## src/rtl/cdc_pkg.sv

```systemverilog
// Shared types and constants for the receive-side CDC capture bank.
package cdc_pkg;

    typedef enum logic {CH_EMPTY = 1'b0, CH_FULL = 1'b1} ch_state_t;

    localparam int MIN_SYNC_STAGES = 2;

    localparam int MODE_LEVEL  = 0;
    localparam int MODE_TOGGLE = 1;

endpackage

```

## src/rtl/cdc_sync_bit.sv

```systemverilog
// Single-bit multi-flop synchroniser, chain reset to 0.
module cdc_sync_bit #(
    parameter int STAGES = 2
) (
    input  logic clk,
    input  logic rst,
    input  logic d,
    output logic q
);

    logic [STAGES-1:0] chain;

    always_ff @(posedge clk or posedge rst) begin
        if (rst) chain <= '0;
        else     chain <= {chain[STAGES-2:0], d};
    end

    assign q = chain[STAGES-1];

endmodule

```

## src/rtl/cdc_vld_sync_rx.sv

```systemverilog
// Multi-channel vld-qualified CDC capture bank with valid/ready output and overflow detect.
// Optional saturating overflow counters: define CDC_RX_OVF_CNT_EN.
module cdc_vld_sync_rx
    import cdc_pkg::*;
#(
    parameter int NCH         = 4,
    parameter int DW          = 8,
    parameter int SYNC_STAGES = 2,
    parameter int PULSE_MODE  = 0,
    parameter int CNT_W       = 8
) (
    input  logic              clk,
    input  logic              rst,
    input  logic [NCH-1:0]    di_vld,
    input  logic [NCH*DW-1:0] di_data,
    input  logic [NCH-1:0]    do_rdy,
    output logic [NCH-1:0]    do_vld,
    output logic [NCH*DW-1:0] do_data,
    output logic [NCH-1:0]    ovf,
    input  logic [NCH-1:0]    ovf_clr
`ifdef CDC_RX_OVF_CNT_EN
    ,
    output logic [NCH*CNT_W-1:0] ovf_cnt
`endif
);

    if (SYNC_STAGES < MIN_SYNC_STAGES) begin : g_bad_sync
        $error("cdc_vld_sync_rx: SYNC_STAGES must be >= %0d", MIN_SYNC_STAGES);
    end
    if (CNT_W < 1) begin : g_bad_cnt
        $error("cdc_vld_sync_rx: CNT_W must be >= 1");
    end

    for (genvar c = 0; c < NCH; c++) begin : g_ch
        logic          s, prev, ev, drop;
        logic          vld_q, ovf_q;
        logic [DW-1:0] data_q;
        ch_state_t     state;

        cdc_sync_bit #(.STAGES(SYNC_STAGES)) u_sync (
            .clk (clk),
            .rst (rst),
            .d   (di_vld[c]),
            .q   (s)
        );

        always_ff @(posedge clk or posedge rst) begin
            if (rst) prev <= 1'b0;
            else     prev <= s;
        end

        assign ev   = (PULSE_MODE == MODE_TOGGLE) ? (s ^ prev) : (s & ~prev);
        assign drop = (state == CH_FULL) & ev & ~do_rdy[c];

        // di_data is captured directly: the source holds it stable until acceptance.
        always_ff @(posedge clk or posedge rst) begin
            if (rst) begin
                state  <= CH_EMPTY;
                vld_q  <= 1'b0;
                data_q <= '0;
            end else begin
                case (state)
                    CH_EMPTY: begin
                        if (ev) begin
                            state  <= CH_FULL;
                            vld_q  <= 1'b1;
                            data_q <= di_data[c*DW +: DW];
                        end
                    end
                    CH_FULL: begin
                        if (ev) begin
                            if (do_rdy[c]) data_q <= di_data[c*DW +: DW];
                        end else if (do_rdy[c]) begin
                            state <= CH_EMPTY;
                            vld_q <= 1'b0;
                        end
                    end
                    default: begin
                        state <= CH_EMPTY;
                        vld_q <= 1'b0;
                    end
                endcase
            end
        end

        // A new drop wins over a clear in the same cycle.
        always_ff @(posedge clk or posedge rst) begin
            if (rst)             ovf_q <= 1'b0;
            else if (drop)       ovf_q <= 1'b1;
            else if (ovf_clr[c]) ovf_q <= 1'b0;
        end

        assign do_vld[c]           = vld_q;
        assign do_data[c*DW +: DW] = data_q;
        assign ovf[c]              = ovf_q;

`ifdef CDC_RX_OVF_CNT_EN
        localparam logic [CNT_W-1:0] CNT_MAX = '1;
        logic [CNT_W-1:0] cnt_q;

        always_ff @(posedge clk or posedge rst) begin
            if (rst)                          cnt_q <= '0;
            else if (ovf_clr[c])              cnt_q <= drop ? CNT_W'(1) : '0;
            else if (drop && cnt_q != CNT_MAX) cnt_q <= cnt_q + CNT_W'(1);
        end

        assign ovf_cnt[c*CNT_W +: CNT_W] = cnt_q;
`endif
    end

endmodule
```

## config.mk

```make
export PLATFORM = sky130hd
export DESIGN_NAME = cdc_vld_sync_rx
export DESIGN_NICKNAME = d
export VERILOG_FILES = /design/src/rtl/cdc_pkg.sv /design/src/rtl/cdc_sync_bit.sv /design/src/rtl/cdc_vld_sync_rx.sv
export SDC_FILE = /design/constraint.sdc
export NUM_CORES = 1
export LEC_CHECK = 0
export ABC_AREA = 1
export BUFFER_PORTS_ARGS = -buffer_cell sky130_fd_sc_hd__buf_2
export CORE_AREA = 2 2 71 73
export CTS_CLUSTER_SIZE = 12
export DETAILED_ROUTE_END_ITERATION = 12
export DIE_AREA = 0 0 73 75
export PLACE_DENSITY = 0.86
export SYNTH_ARGS = -nofsm -noshare
export SYNTH_HDL_FRONTEND = slang
export SYNTH_HIERARCHICAL = 1
export SYNTH_SLANG_ARGS = --single-unit
```

## constraint.sdc

```tcl
create_clock -name clk -period 3.5 [get_ports clk]
set_clock_uncertainty 0.2 [all_clocks]
set_input_delay 0.35 -clock clk [delete_from_list [all_inputs] [get_ports clk]]
set_output_delay 0.35 -clock clk [all_outputs]
set_load 0.01 [all_outputs]
```

==> results.json, run 1 <==
{
  "status": "finished, final reports clean",
  "die_y_um": 75,
  "multi_input_area_um2": 846,
  "fin_crit_sh_pct": 48.0,
  "clock_latency_ns": 0.30,
  "synth.distinct_cells": 10,
  "synthTopCellsByArea": "dfrtp_1 58%, nand2_1 14%, nand3_1 6.7%, ha_1 6.3%, inv_1 3.9%",
  "stdcell_count": 384,
  "endpoint_kind": "asynchronous set/reset pin",
  "yosysMostFrequentCell": "nand2_1",
  "yosysWarnings": 6,
  "p_leak_uw": 0.00173,
  "syn_area_um2": 2400,
  "hpwl_um": 3320,
  "diodes": 0,
  "vias": 1814,
  "cap_viol_max_count": 0,
  "start_util_pct": 51.5,
  "cts_buffer_depth": 2,
  "post_cts_resized": 0,
  "clkSinkCount": 56,
  "relSlewSlack_pct": 34.0,
  "root_buffer": "clkbuf_8",
  "drtIter0Drc": 74,
  "final_antenna_net_count": 0,
  "post-route-min-period_ns": 1.68,
  "rsz0062_at_grt": "no",
  "grtUsageTotal_pct": 17.1,
  "seq_area_frac_synth_pct": 58.4,
  "hp-class": "in2reg",
  "post-synth-top-area-cell": "dfrtp_1",
  "grt_max_degree": 49,
  "worst_pin_slew_ns": 0.988,
  "critPathKind": "in2async",
  "io_pins": 86,
  "setup_viol_count_final": 0,
  "synth_top_area_share_pct": 58.4,
  "dieArea_um2": 5480,
  "post-cts-setup-buffers": 0,
  "gp_congestion": 0.785,
  "tns_ns": 0,
  "first_pass_iters": 4,
  "fmax_ghz": 0.596,
  "coreArea_um2": 4660,
  "port_buffers": 85,
  "area_growth_pct": 23.3,
  "hold_viol_final": 0,
  "utilization_pct": 63.5,
  "min-delay-start": "ovf_clr[2]",
  "die_x_um": 73,
  "clk_pin_slew_ns": 0.09,
  "postSynth.asyncResetShare_pct": 100,
  "drv_slew": 0,
  "fillCellCount": 398,
  "hold_buffers": 5,
  "grt_pass1_wl_um": 7350,
  "ys_seq_elements": 56,
  "start_kind": "input pin",
  "htreeDepth": 2,
  "remaining_drc_errors": 0,
  "wl_um": 4440,
  "seq_area_um2": 1400,
  "cp.arrival_ns": 1.77,
  "reg2reg_from": "g_ch[0].u_sync/chain[1]",
  "power_uw": 1510,
  "cp_max_fo": 48,
  "cts_tree": "done",
  "crit_start": "rst",
  "post_drt_wl_per_cell_um": 11.6,
  "syn_inst": 241,
  "avgViaCountPerCell": 4.72,
  "rows": 25,
  "numCtsBuffers": 5,
  "cp.required_ns": 3.59,
  "dpl.cell_count": 372,
  "synth_ff_type": "dfrtp_1",
  "drive_gt1_share_pct": 31.5,
  "fin_nets": 388,
  "ir_worst_vdd_uv": 218,
  "grt_pass1_vias": 1712,
  "reg2reg_depth": 8,
  "avgSynthCellArea_um2": 9.96,
  "antenna_found_initial": 0,
  "power.density_nw_per_um2": 510,
  "synth_common_cells": "88 x nand2_1, 56 x dfrtp_1, 32 x nand3_1",
  "hold_path_depth": 2,
  "synth_edf_count": 0,
  "grt-ovfl-total": 0,
  "synth_nets": 299
}
==> routing by layer <==
layer / track usage (%) / part of all wire, % / vias to the layer above
met5: 0 / 0 / -
met4: 6.79 / 1.7 / 0
met3: 3.35 / 5.0 / 9
met2: 29.3 / 51 / 61
met1: 21.5 / 42 / 825
li1: - / - / 919
==> power breakdown <==
part | total (µW) | internal, µW | leakage (µW) | switching [µW]
combinational | 376 | 157 | 0.00101 | 219
clock | 326 | 137 | 0.0000410 | 189
sequential | 809 | 752 | 0.000681 | 57.1
total | 1510 | 1050 | 0.00173 | 466
==> sequential cells by signal, indices dropped and copies added (netlist names) <==
register           count
g_ch.u_sync/chain      8
g_ch.ovf_q             4
g_ch.vld_q             4
g_ch.prev              4
g_ch.state             4
g_ch.data_q           32
==> critical path, stage by stage <==
cell           delay, ns
dlygate4sd3_1       0.53
buf_2               0.15
inv_2               0.71
==> area by class of cell <==
cell class	instances	area share (%)
flip-flops and latches	56	47.3
multi-input cells	152	28.6
repair buffers	90	16.1
inverters	25	3.17
clock buffers	6	2.45
well taps	54	2.28
clock inverters	1	0.169
==> logic make-up (layout without fill, tap and decap cells) <==
family	Yosys count	in the layout	synth area share [%]
AO/OA/AOI/OAI	4	4	0.834
adder cells (fa/ha/maj)	12	12	6.25
buffers and inverters	33	122	6.41
AND/OR/NAND/NOR	136	136	28.1
flip-flops	56	56	58.4
==> worst paths after layout <==
path                                                 to  slack (ns)
worst min register to register  g_ch[0].u_sync/chain[1]        0.15
worst max register to register        g_ch[0].data_q[0]        1.88
min in group asynchronous       g_ch[3].u_sync/chain[0]        0.28
worst min-delay path                      g_ch[2].ovf_q        0.02
worst max-delay path                  g_ch[2].data_q[2]        1.82
max in group clk                      g_ch[0].data_q[0]        1.88
==> through the flow <==
stage / hold slack [ns] / setup WS [ns] / instance area (µm²)
CTS: 0.0159 / 1.73 / 2960
finish: 0.0247 / 1.82 / 2960
global placement: 0.0526 / 1.93 / 2830
detailed placement: 0.0553 / 1.87 / 2830
floorplan: -0.109 / 1.81 / 2400
global route: 0.0253 / 1.61 / 2960
==> cells in the final DEF (no fill, tap or decap), drive strengths merged <==
cell         count
inv             25
o21ai            4
ha              12
nor2             8
dfrtp           56
clkbuf           6
nand2           96
dlygate4sd3      5
clkinv           1
buf             85
nand3           32
Note: power is estimated with default switching activity, not from simulation.
==> run 2, diff against run 1 <==
- ABC_AREA: 1 -> 0
- CORE_AREA: 2 2 71 73 -> 2 2 72 74
- DIE_AREA: 0 0 73 75 -> 0 0 74 76
- PLACE_DENSITY: 0.86 -> 0.81
- clock period: 3.5 -> 1.6 ns (I/O delays scaled with it)
==> run 2 against run 1 <==
Net effect:
- utilization rose by 8.6 points
- final cell count decreased by 5.2%
- the run now ends with negative setup slack left
- via count down 12%
- clock power is 140% higher
- sequential power increased by 120%
- largest cell class unchanged
- register-to-register slack got worse by 1.9 ns
- synthesized cell count is 35% lower
- clock-buffer cell count grew 1
- largest power group unchanged
- non-clock buffer count is 47 higher
==> results.json, run 2 <==
{
  "post-route-min-period_ns": 1.64,
  "crit_chain": "nand2b_4, ha_2, nor2_4, o21ai_4, buf_12, mux2_4",
  "drive_gt1_share_pct": 53.7,
  "largest_reg_flops": 32,
  "seqPwrFrac_pct": 49.1,
  "rows": 26,
  "synth.distinct_cells": 14,
  "clkSinkCount": 56,
  "utilization_pct": 72.2,
  "drv_slew": 0,
  "port_buffers": 85,
  "regToRegSetupSlack_ns": -0.04,
  "p_switching_uw": 1010,
  "cap_viol_max_count": 0,
  "regMostFlops": "g_ch.data_q",
  "crit_path_top_delay_cell": "dfrtp_1",
  "area_growth_pct": 57.3,
  "intPower_uw": 2650,
  "final_antenna_net_count": 0,
  "postSynth.asyncResetShare_pct": 100,
  "yosysMostFrequentCell": "dfrtp_1",
  "clk_pin_slew_ns": 0.09,
  "cp_num_buf_inv": 1,
  "synth_edf_count": 0,
  "rsz0062_at_grt": "yes",
  "hp-class": "in2async",
  "worst_pin_slew_ns": 0.400,
  "grt_max_degree": 23,
  "grtUsageTotal_pct": 16.1,
  "synth_ff_type": "dfrtp_1",
  "cts_tree": "done",
  "seq_area_frac_synth_pct": 62.2,
  "p_clk_share_pct": 21.3,
  "synth_top_area_share_pct": 62.2,
  "antenna_found_initial": 0,
  "die_x_um": 74,
  "grt-ovfl-total": 0,
  "setup_slack_ns": -0.0420,
  "setup_viol_count_final": 8,
  "gp_congestion": 0.647,
  "power.density_nw_per_um2": 1030,
  "vias": 1600,
  "grt_pass1_wl_um": 6930,
  "root_buffer": "clkbuf_8",
  "syn_inst": 157,
  "avgViaCountPerCell": 4.40,
  "fmax_ghz": 0.609,
  "start_util_pct": 45.9,
  "ys_seq_elements": 56,
  "endpoint_kind": "flop",
  "drtIter0Drc": 36,
  "start_kind": "flop",
  "violations": "negative setup slack",
  "coreArea_um2": 4910,
  "clock_latency_ns": 0.30,
  "cts_buffer_depth": 2,
  "combPwrFrac_pct": 29.6,
  "layout_common_cells": "85 x buf_2, 56 x dfrtp_1, 45 x dlygate4sd3_1",
  "hold_viol_final": 0,
  "synth_common_cells": "56 x dfrtp_1, 32 x mux2_2, 19 x inv_1",
  "yosysWarnings": 6,
  "fin_crit_sh_pct": 103,
  "cp.required_ns": 1.59,
  "grt_pass1_vias": 1578,
  "ir_worst_vdd_uv": 678,
  "relSlewSlack_pct": 73.3,
  "die_y_um": 76,
  "tns_ns": -0.247,
  "cp_slowest_stage_delay_ns": 0.38,
  "fin_nets": 351,
  "cp_max_fo": 8,
  "hpwl_um": 2800,
  "synth_nets": 215,
  "netSwitchingFraction_pct": 27.6,
  "first_pass_iters": 4,
  "cp.arrival_ns": 1.63,
  "post-synth-top-area-cell": "dfrtp_1",
  "syn_area_um2": 2250,
  "status": "complete, but fails checks",
  "critPathKind": "reg2reg",
  "io_pins": 86,
  "synthTopCellsByArea": "dfrtp_1 62%, mux2_2 16%, ha_1 6.7%, inv_1 3.2%, o21ai_4 2.9%",
  "remaining_drc_errors": 0,
  "dieArea_um2": 5620,
  "htreeDepth": 2,
  "final_common_cell": "buf_2",
  "p_leak_uw": 0.00180,
  "fillCellCount": 341,
  "avgSynthCellArea_um2": 14.4,
  "numCtsBuffers": 5,
  "post_drt_wl_per_cell_um": 13.0,
  "reg_top3": "g_ch.data_q x32, g_ch.u_sync/chain x8",
  "diodes": 0,
  "wl_um": 4720,
  "cp_top_family": "flip-flops"
}
-- run 2: cell types whose count changed after synthesis, moves of 4 or more --
cell / previous run / this run
inv_1: 25 / 19
mux2_2: 0 / 32
nand2_1: 88 / 4
nand2_4: 8 / 0
nand2b_1: 0 / 4
nand3_1: 32 / 0
nor2_8: 4 / 0
o21ai_4: 0 / 4
o22ai_1: 0 / 4
-- run 2: what timing repair did --
item	CTS	global route
hold endpoints to repair	102	0
pin swaps	2	6
setup buffers	0	1
endpoints found under the setup margin	32	31
hold buffers	45	0
gates resized for setup	8	47
-- run 2: cells by family (layout without fill, tap and decap cells) --
logic type               count (synthesis)  after routing  share of synthesized area (%)
buffers and inverters                   29            166                           6.16
AO/OA/AOI/OAI                           16             16                           6.55
AND/OR/NAND/NOR                         12             12                           2.44
multiplexers                            32             32                           16.0
flip-flops                              56             56                           62.2
adder cells (fa/ha/maj)                 12             12                           6.66
-- run 2: layout make-up --
cell class	instances	area (µm²)	share of cell area, %
multi-input combinational	72	935	26.4
sequential	56	1400	39.5
clock inverter	1	7.51	0.212
clock buffer	7	86.3	2.44
inverter	21	78.8	2.22
tap	70	87.6	2.47
timing repair buffer	137	948	26.8
-- run 2: routing by layer --
| layer | vias up | part of all wire, % | global-route usage, % |
|---|---|---|---|
| met3 | 4 | 4.0 | 5.03 |
| met1 | 766 | 41 | 18.7 |
| met5 | - | 0 | 0 |
| li1 | 782 | - | - |
| met2 | 48 | 54 | 28.5 |
| met4 | 0 | 0.64 | 3.27 |
-- run 2: stage by stage --
step / total power, µW / area [µm²] / hold slack [ns] / std cells / worst slack (ns)
finish: 3660 / 3540 / 0.0785 / 364 / -0.0420
global route: 3880 / 3540 / 0.0759 / 364 / -0.0679
CTS: 3510 / 3340 / 0.0687 / 363 / 0.0152
detailed placement: 2620 / 2750 / -0.139 / 310 / -0.0782
floorplan: 2300 / 2250 / -0.299 / 157 / 0.0282
global placement: 2580 / 2750 / -0.143 / 310 / -0.0453
-- run 2: worst paths after layout --
check                                          end                    start  cells past startpoint
hold / removal             g_ch[1].u_sync/chain[0]                      rst                      3
min in group clk           g_ch[3].u_sync/chain[1]  g_ch[3].u_sync/chain[0]                      0
max in group asynchronous            g_ch[0].state                      rst                      4
setup / recovery                 g_ch[1].data_q[5]             g_ch[1].prev                      6
hold reg to reg            g_ch[3].u_sync/chain[1]  g_ch[3].u_sync/chain[0]                      0
setup reg to reg                 g_ch[1].data_q[5]             g_ch[1].prev                      6
-- run 2: power groups by stage --
| stage | Combinational, µW | Sequential, µW | Clock (µW) |
|---|---|---|---|
| after CTS | 918 | 1780 | 813 |
| after global placement | 795 | 1790 | 0 |
| after global routing | 1170 | 1830 | 878 |
| final | 1080 | 1800 | 781 |
| after floorplan | 403 | 1890 | 0 |
| after detailed placement | 817 | 1800 | 0 |
-- run 2: worst min-delay path, stage by stage --
cell and delay, ns:
dlygate4sd3_1 0.53, buf_2 0.15, inv_1 0.08
